`config.mk`:
```
export PLATFORM = sky130hd
export DESIGN_NAME = weight_pingpong_buffer
export DESIGN_NICKNAME = d
export VERILOG_FILES = /design/src/rtl/weight_pingpong_buffer.sv
export SDC_FILE = /design/constraint.sdc
export NUM_CORES = 1
export LEC_CHECK = 0
export CORE_ASPECT_RATIO = 2
export CORE_UTILIZATION = 25
export DETAILED_ROUTE_END_ITERATION = 10
export GPL_ROUTABILITY_DRIVEN = 0
export GPL_TIMING_DRIVEN = 1
export RECOVER_POWER = 25
export SETUP_SLACK_MARGIN = 0.02
export SLEW_MARGIN = 10
export SYNTH_ARGS = -nofsm -noshare
export SYNTH_HDL_FRONTEND = slang
export SYNTH_SLANG_ARGS = --single-unit
export TNS_END_PERCENT = 1
```
`constraint.sdc`:
```
create_clock -name clk -period 3.39 [get_ports clk]
set_input_delay 0.8475 -clock clk [delete_from_list [all_inputs] [get_ports clk]]
set_output_delay 0.8475 -clock clk [all_outputs]
set_load 0.005 [all_outputs]
```
`src/rtl/weight_pingpong_buffer.sv`:
```
// Double-banked signed weight buffer: host fills the shadow bank while the active bank streams a burst.
// Optional macro WBUF_TERNARY_EN: output the sign (+1/0/-1) of each stored word instead of the raw word.
module weight_pingpong_buffer #(
  parameter  int WIDTH = 8,
  parameter  int DEPTH = 16,
  localparam int AW    = $clog2(DEPTH)
) (
  input  logic             clk,
  input  logic             reset,
  input  logic             wr_en,
  input  logic [AW-1:0]    wr_addr,
  input  logic [WIDTH-1:0] wr_data,
  input  logic             swap,
  output logic             swap_pending,
  output logic             active_bank,
  input  logic             start,
  input  logic [AW-1:0]    rd_base,
  input  logic [AW:0]      rd_len,
  output logic             busy,
  output logic [WIDTH-1:0] out_data,
  output logic             out_valid,
  input  logic             out_ready,
  output logic             done
);

  typedef enum logic [1:0] {S_IDLE, S_STREAM, S_DRAIN} state_t;

  state_t                  state;
  logic signed [WIDTH-1:0] mem0 [DEPTH];
  logic signed [WIDTH-1:0] mem1 [DEPTH];
  logic [AW-1:0]           rd_ptr;
  logic [AW:0]             rd_cnt;
  logic signed [WIDTH-1:0] rd_word_p0;
  logic                    issue;
  logic                    hs;
  logic                    len_ok;

  function automatic logic signed [WIDTH-1:0] fmt_word(input logic signed [WIDTH-1:0] w);
`ifdef WBUF_TERNARY_EN
    if (w == '0)
      return '0;
    else if (w[WIDTH-1])
      return '1;
    else
      return WIDTH'(1);
`else
    return w;
`endif
  endfunction

  // The output register doubles as the prefetch stage: a read is issued only
  // when the word it produces can land in a free (or draining) output slot.
  assign issue      = (state == S_STREAM) && (!out_valid || out_ready);
  assign hs         = out_valid && out_ready;
  assign len_ok     = (rd_len != '0) && (rd_len <= (AW+1)'(DEPTH));
  assign rd_word_p0 = active_bank ? mem1[rd_ptr] : mem0[rd_ptr];

  // Host writes always target the shadow bank; storage is never reset.
  always_ff @(posedge clk) begin
    if (wr_en) begin
      if (active_bank)
        mem0[wr_addr] <= wr_data;
      else
        mem1[wr_addr] <= wr_data;
    end
  end

  always_ff @(posedge clk) begin
    if (reset) begin
      state        <= S_IDLE;
      busy         <= 1'b0;
      out_valid    <= 1'b0;
      out_data     <= '0;
      done         <= 1'b0;
      swap_pending <= 1'b0;
      active_bank  <= 1'b0;
      rd_ptr       <= '0;
      rd_cnt       <= '0;
    end else begin
      done <= 1'b0;
      // Stage p0 -> p1: bank read captured into the output register
      if (issue) begin
        out_data  <= fmt_word(rd_word_p0);
        out_valid <= 1'b1;
      end else if (hs) begin
        out_valid <= 1'b0;
      end

      case (state)
        S_IDLE: begin
          if (swap)
            active_bank <= ~active_bank;
          if (start && len_ok) begin
            state  <= S_STREAM;
            busy   <= 1'b1;
            rd_ptr <= rd_base;
            rd_cnt <= rd_len;
          end
        end
        S_STREAM: begin
          if (swap)
            swap_pending <= 1'b1;
          if (issue) begin
            rd_ptr <= rd_ptr + 1'b1;
            rd_cnt <= rd_cnt - 1'b1;
            if (rd_cnt == (AW+1)'(1))
              state <= S_DRAIN;
          end
        end
        S_DRAIN: begin
          if (swap)
            swap_pending <= 1'b1;
          if (hs) begin
            state <= S_IDLE;
            busy  <= 1'b0;
            done  <= 1'b1;
            if (swap_pending || swap)
              active_bank <= ~active_bank;
            swap_pending <= 1'b0;
          end
        end
        default: state <= S_IDLE;
      endcase
    end
  end

endmodule

```
# Yosys cells after proc, flatten, opt, wreduce, memory -nomap -nowiden
# Memories as Yosys holds them, arrays and structs flattened. A register that Yosys moved wholly into a read port is not among the register bits.
# Cells that the tools add are included.
[word_totals] in_bits=27 n_memories=2 mem_bits_rw=256 regBits=24
[op_classes] eq_ne=9 n_reduce_logical=18 bitwise=2 add_sub_neg=2 magnitude_cmp=1 mux=34
[mem_list] memory="mem0" depth=16 word_bits=8 read_ports=1 rd_ports_with_merged_regs=1 write_ports=1 line_no="29" rtl="logic signed [WIDTH-1:0] mem0 [DEPTH];"
[mem_list] memory="mem1" depth=16 word_bits=8 read_ports=1 rd_ports_with_merged_regs=1 write_ports=1 line_no="30" rtl="logic signed [WIDTH-1:0] mem1 [DEPTH];"
[op_table] cell="$mux W4" count=6
[op_table] cell="$mux W1" count=15
[op_table] cell="$mux W5" count=2
[op_table] cell="$ne A2 B2 Y1 const B" count=5
[op_table] cell="$pmux W5 S2" count=1
[op_table] cell="$mux W2" count=4
[op_table] cell="$mux W8" count=1
[op_table] cell="$pmux W4 S2" count=1
[op_table] cell="$reduce_and A4 Y1" count=2
[op_table] cell="$reduce_bool A2 Y1" count=4
[op_table] cell="$pmux W1 S2" count=3
[op_table] cell="$pmux W2 S3" count=1
[op_table] cell="$reduce_and A3 Y1" count=2
[op_table] cell="$eq A5 B1 Y1 const B" count=1
[op_table] cell="$le A5 B5 Y1 const B" count=1
[op_table] cell="$reduce_bool A5 Y1" count=1
[op_table] cell="$sub A5 B1 Y5 const B" count=1
[op_table] cell="$add A4 B1 Y4 const B" count=1
[op_table] cell="$logic_and A1 B1 Y1" count=4
[op_table] cell="$eq A2 B1 Y1 const B" count=1
[op_table] cell="$eq A2 B2 Y1 const B" count=1
[op_table] cell="$logic_not A2 Y1" count=1
[op_table] cell="$logic_or A1 B1 Y1" count=2
[op_table] cell="$ne A2 B1 Y1 const B" count=1
[op_table] cell="other kinds (3)" count=4

# Longest topological paths before layout
# Gate-level depths: netlist of run 1.
[logic_depth] word_depth=7 mapped_depth=10 depth_no_buf=7

# Least setup slack after synthesis of run 1
# OpenSTA, ideal clock, no wires.
[synth_timing] path_type="input-to-reg" start="input port rd_len[3]" end="register (tool-made name)" setup_slack_ps=1176 setup_time_ps=132 t_required_ps=3258 path_stages=7 n_path_buf=1 t_arrival_ps=2082 path_cell_list="nor4_1 > xnor2_1 > a21boi_2 > or2_1 > buf_2 > a21oi_1 > o32ai_1"
[synth_lines] element="from (decl)" line_no="18" rtl="input logic [AW:0] rd_len,"

# Worst setup path after layout of run 1
[layout_timing] start="register active_bank" end="output port active_bank"
[layout_lines] element="from (decl)" line_no="15" rtl="output logic active_bank,"
[layout_lines] element="from (signal assigned)" line_no="92" rtl="active_bank <= ~active_bank;"
[layout_lines] element="from (signal assigned)" line_no="118" rtl="active_bank <= ~active_bank;"
# No word-level cell between the ends.

==> impl_metrics.json, run 1 <==
{
  "outcome": "finished with violations",
  "violations": "capacitance limit, slew limit",
  "place_area_um2": 12700,
  "setup_viol": 0,
  "antenna_cells": 0,
  "clock.fmax_ghz": 0.389,
  "grt_max_degree": 59,
  "yosysSeqAreaShare": 0.720,
  "layout-drive-gt1-share": 0.106,
  "rows": 110,
  "leakage_nw": 4.16,
  "grt_pass1_vias": 6548,
  "critPathBufInv": 1,
  "dp_slack_ns": 0.434,
  "cts_resized": 0,
  "crit_path_end_kind": "output port",
  "required_ns": 2.54,
  "cts_tree": "done",
  "avgSynthCellArea_um2": 15.7,
  "path_class": "reg -> out",
  "finalHoldViolCount": 0,
  "min-delay-start": "rd_cnt[1]$_SDFFE_PP0P_",
  "r2r_end": "out_data[4]$_SDFFE_PP0P_",
  "finalCritPeriodShare": 0.759,
  "antenna_found_initial": 0,
  "cp.arrival_ns": 1.72,
  "synth-warning-count": 0,
  "final_area_um2": 13400,
  "finalWirelength_um": 27800,
  "antenna_left": 0,
  "route.detailed.drc": 0,
  "postCtsHoldBufs": 0,
  "stdcell_count": 1371,
  "wl_per_cell_um": 20.3,
  "ioPinCount": 40,
  "clkSinkCount": 284,
  "finalSetupTns_ns": 0,
  "critPathSlowestCell": "dfxtp_1",
  "grt_usage": 0.120,
  "final-max-slew-violation-count": 165,
  "dr.pass1.iters": 5,
  "fin_ws_ns": 0.818,
  "initial_core_util": 0.254,
  "syn_to_final_growth_pct": 17.3,
  "synth_seq_cells": 284,
  "die_area_um2": 46700,
  "layout_commonest_cell": "edfxtp_1",
  "fin_worst_skew_ns": 0.0131,
  "cts_max_path_buffers": 3,
  "synth_fp_nets": 762,
  "drtIter0Drc": 350,
  "synth_area_um2": 11500,
  "worstPathMaxFanout": 11,
  "insertion_delay_ns": 0.53,
  "cts_made_buffers": 24,
  "vias": 6353,
  "final_cell_mix": "edfxtp_1 (256), mux2i_1 (131), a22oi_1 (65)",
  "dieWidth_um": 153,
  "io_buffers": 39,
  "relSlewSlack": -0.111,
  "max_stage_delay_ns": 0.60,
  "rrSetupSlack_ns": 0.84,
  "tightest_slew_ns": 1.67,
  "syn_inst": 729,
  "grt_pass1_wl_um": 41200,
  "hold_end": "rd_cnt[1]$_SDFFE_PP0P_",
  "core-area_um2": 45100,
  "startpoint_type": "flip-flop",
  "placedCellCount": 1328,
  "rsz0062_at_grt": "false",
  "final_util": 0.298,
  "postCtsSetupRepairBufs": 0,
  "finalCriticalPeriod_ns": 2.57,
  "ir_drop_mv": 0.429,
  "reg2reg_depth": 6,
  "grt_overflow": 0,
  "critPathTopFamily": "flip-flops",
  "place_hpwl_um": 19200,
  "path_cells": "clkdlybuf4s50_1",
  "holdPathStages": 2,
  "yosys.cell_types.count": 38,
  "p_per_area_nw_per_um2": 684,
  "path_clk_slew_ns": 0.07,
  "h-tree-depth": 1,
  "cap_violations": 5,
  "root_buffer": "clkbuf_16",
  "hp-class": "reg -> reg",
  "final_nets": 827,
  "die_y_um": 305,
  "viasPerCell": 4.63
}
==> layout make-up <==
class | count | area, um2
clock buffers | 30 | 644
clock inverters | 13 | 145
fillers | 4453 | 31700
inverters | 5 | 18.8
multi-input cells | 396 | 2950
flip-flops and latches | 284 | 8250
well taps | 560 | 701
repair buffers | 83 | 727
==> metrics by stage <==
step                hold WS [ns]  total power (W)
floorplan                  0.441          0.00570
global placement           0.463          0.00647
detailed placement         0.463          0.00649
CTS                        0.470          0.00929
global route               0.492          0.00956
finish                     0.466          0.00919
==> synth_stat cells <==
cell      count  area, um2
mux2i_1     131       1310
xnor2_1       2       17.5
or3_1         1       6.26
and3_1        1       6.26
o21ai_1       5       25.0
buf_4         8       60.1
inv_1         4       15.0
a22oi_1      65        488
o211ai_1      1       7.51
buf_6         6       67.6
ha_1          6       75.1
nor4b_1       2       17.5
and2_1        4       25.0
a211oi_1     10       75.1
inv_2         1       3.75
buf_2         3       15.0
o31ai_1       3       22.5
dfxtp_1      28        561
or4_1         8       60.1
and3b_1       1       8.76
a21boi_2      1       11.3
nor4_1        2       12.5
buf_1         2       7.51
o32ai_1       3       26.3
a21o_1        1       7.51
or2_1         3       18.8
nor3_1        2       10.0
edfxtp_1    256       7690
nor2_1       53        199
nand3_1       8       40.0
a211oi_2      6       75.1
nor2b_1       8       50.1
nand2b_1      9       56.3
a21oi_1      48        240
a31oi_1       1       6.26
nand4_1       1       6.26
nand2_1      10       37.5
clkbuf_1     25       93.8
==> where the power goes <==
group          internal (W)  switching [W]
sequential          0.00397       0.000142
combinational      0.000896        0.00138
clock               0.00158        0.00121
==> how the worst max path moves through the flow <==
stage / end / cells after the start / startpoint / slack [ns]
detailed placement: flip-flop / 7 / rd_len[3] / 0.43
global route: flip-flop / 7 / rd_len[3] / 0.70
global placement: rd_cnt[1]$_SDFFE_PP0P_ / 7 / rd_len[3] / 0.42
CTS: active_bank / 1 / active_bank$_SDFFE_PP0P_ / 0.76
floorplan: flip-flop / 7 / rd_len[3] / 1.18
finish: active_bank / 1 / active_bank$_SDFFE_PP0P_ / 0.82
==> kinds of logic after synthesis <==
kind of cell | Yosys count | synth area share
buffers and inverters | 49 | 0.0229
XOR/XNOR | 2 | 0.00153
multiplexers | 131 | 0.114
AND/OR/NAND/NOR | 113 | 0.0484
adder cells (fa/ha/maj) | 6 | 0.00655
flip-flops | 284 | 0.720
AO/OA/AOI/OAI | 144 | 0.0860
==> registers in the layout (all words and copies together), names as in the netlist, named ones only <==
signal and count:
out_valid 1, rd_ptr 4, done 1, busy 1
mem1 128, out_data 8, swap_pending 1, mem0 128
rd_cnt 5, state 2, active_bank 1
==> worst min-delay path: cells and delay by family, from the launching register on <==
family	cells	cell delay [ns]
AOI/OAI and AO/OA	1	0.05
DFF	1	0.32
and+or+nand+nor	1	0.05
==> metal layers <==
layer / global-route usage / share of wire / vias up
met5: 0 / 0 / -
li1: - / - / 2969
met4: 0.0640 / 0.043 / 0
met1: 0.113 / 0.34 / 3180
met3: 0.0111 / 0.029 / 52
met2: 0.247 / 0.59 / 152
No activity file was read; power rests on OpenSTA's default activity.
==> run 2: changes to the inputs <==
==> constraint.sdc (replaced) <==
create_clock -name clk -period 2.3 [get_ports clk]
set_input_delay 0.575 -clock clk [delete_from_list [all_inputs] [get_ports clk]]
set_output_delay 0.575 -clock clk [all_outputs]
set_load 0.005 [all_outputs]
==> run 2 against run 1 <==
  * The run still ends with capacitance limit, slew limit left
  * Critical endpoint is now out_data[6]$_SDFFE_PP0P_
  * Global-route usage down 0.54 points
  * Count of clock-buffer cells in the layout up 2
  * Critical path type is now reg -> reg
  * Highest routed layer unchanged
  * Clock skew down 0.0042 ns
  * Sequential cell count unchanged
  * Sequential power up 47%
  * Worst hold slack better by 0.015 ns
==> impl_metrics.json, run 2 (same netlist as run 1, synthesis figures left out) <==
{
  "outcome": "finished with violations",
  "violations": "capacitance limit, slew limit",
  "clkSinkCount": 284,
  "cp.arrival_ns": 2.65,
  "layout_commonest_cell": "edfxtp_1",
  "grt_pass1_vias": 6742,
  "die_area_um2": 46700,
  "tightest_slew_ns": 1.53,
  "h-tree-depth": 1,
  "antenna_left": 0,
  "r2r_end": "out_data[6]$_SDFFE_PP0P_",
  "grt_overflow": 0,
  "layout-drive-gt1-share": 0.152,
  "wl_per_cell_um": 18.9,
  "finalSetupTns_ns": 0,
  "core-area_um2": 45100,
  "vias": 6394,
  "grt_usage": 0.115,
  "setup_viol": 0,
  "min-delay-start": "rd_cnt[1]$_SDFFE_PP0P_",
  "final_nets": 859,
  "rsz0062_at_grt": "true",
  "clock.fmax_ghz": 0.455,
  "antenna_found_initial": 0,
  "hold_end": "rd_cnt[1]$_SDFFE_PP0P_",
  "multiInputGateArea_um2": 2960,
  "cts_tree": "done",
  "grt_pass1_wl_um": 40100,
  "finalCriticalPeriod_ns": 2.20,
  "worstPathMaxFanout": 31,
  "reg2reg_depth": 7,
  "dr.pass1.iters": 5,
  "root_buffer": "clkbuf_16",
  "path_clk_slew_ns": 0.07,
  "finalCritPeriodShare": 0.957,
  "postCtsHoldBufs": 0,
  "ioPinCount": 40,
  "cts_max_path_buffers": 3,
  "dieWidth_um": 153,
  "startpoint_type": "flip-flop",
  "grt_max_degree": 33,
  "die_y_um": 305,
  "whs_ns": 0.481,
  "antenna_cells": 0,
  "relSlewSlack": -0.0231,
  "required_ns": 2.75,
  "seq_area_um2": 8250,
  "leakage_nw": 4.41,
  "reg_top3": "mem0: 128 flops, mem1: 128 flops, out_data: 8 flops",
  "fin_worst_skew_ns": 0.00889,
  "fillers": 4427,
  "path_class": "reg -> reg",
  "final_util": 0.307,
  "insertion_delay_ns": 0.53,
  "drtIter0Drc": 366,
  "crit_path_end_kind": "flip-flop",
  "initial_core_util": 0.254,
  "hp-class": "reg -> reg",
  "finalHoldViolCount": 0,
  "syn_to_final_growth_pct": 21.1,
  "final-max-slew-violation-count": 99,
  "final_cell_mix": "edfxtp_1 (256), mux2i_1 (131), a22oi_1 (65)",
  "place_hpwl_um": 19100,
  "postCtsSetupRepairBufs": 0,
  "ir_drop_mv": 0.697,
  "rrSetupSlack_ns": 0.1,
  "holdPathStages": 2,
  "route.detailed.drc": 0,
  "cap_violations": 3,
  "power_w": 0.0142,
  "viasPerCell": 4.55,
  "rows": 110,
  "finalWirelength_um": 26600,
  "io_buffers": 39,
  "cts_made_buffers": 24,
  "p_per_area_nw_per_um2": 1020
}
## run 2: cell types whose count changed in the layout (fill, tap and decap cells not counted), sizes merged
| cell | change |
|---|---|
| clkdlybuf4s50 | -2 |
| clkinv | -3 |
| bufinv | +2 |
| clkbuf | +4 |
| dlygate4sd3 | +2 |
| buf | +30 |
## run 2: what timing repair did
action                                  in CTS  in global routing
endpoints found under the setup margin       2                  2
pin swaps                                    0                  0
endpoints found under the hold margin        0                  0
resized for setup                            1                  1
## run 2: worst max-delay path by stage
stage,from,end,slack [ns],depth (start not counted)
after floorplan,rd_len[3],flip-flop,0.36,7
after global placement,rd_len[3],flip-flop,-0.15,7
after detailed placement,rd_len[3],flip-flop,-0.21,7
after CTS,active_bank$_SDFFE_PP0P_,active_bank,0.03,2
after global routing,flip-flop,out_data[6]$_SDFFE_PP0P_,0.02,7
final,flip-flop,out_data[6]$_SDFFE_PP0P_,0.1,7
## run 2: area by class of cell
class,count,area share
tap,560,0.0505
sequential,284,0.595
inverter,5,0.00135
multi-input combinational,396,0.213
timing repair buffer,115,0.0749
clock buffer,32,0.0514
clock inverter,12,0.0140
## run 2: layer usage
layer | wire length (um) | global-route usage | share of wire
met3 | 795 | 0.0121 | 0.030
met2 | 15700 | 0.236 | 0.59
met5 | 0 | 0 | 0
met4 | 1360 | 0.0637 | 0.051
met1 | 8720 | 0.106 | 0.33
## run 2: power breakdown
group	internal (W)	switching [W]
registers	0.00586	0.000178
logic	0.00160	0.00200
clock network	0.00275	0.00182
## run 2: worst max-delay path, cell delays in order (launching register included)
cell      delay, ns
dfxtp_4        0.44
buf_12         0.25
mux2i_1        0.13
a22oi_1        0.22
a21oi_1        0.13
buf_4          0.17
or4_1          0.51
a211oi_2       0.23
## run 2: per-stage QoR
step | instance area (um2) | setup WS [ns] | std cells
global placement | 13000 | -0.146 | 1360
CTS | 13900 | 0.0316 | 1404
floorplan | 11500 | 0.359 | 729
global route | 13900 | 0.0178 | 1404
detailed placement | 13000 | -0.210 | 1360
finish | 13900 | 0.0998 | 1404
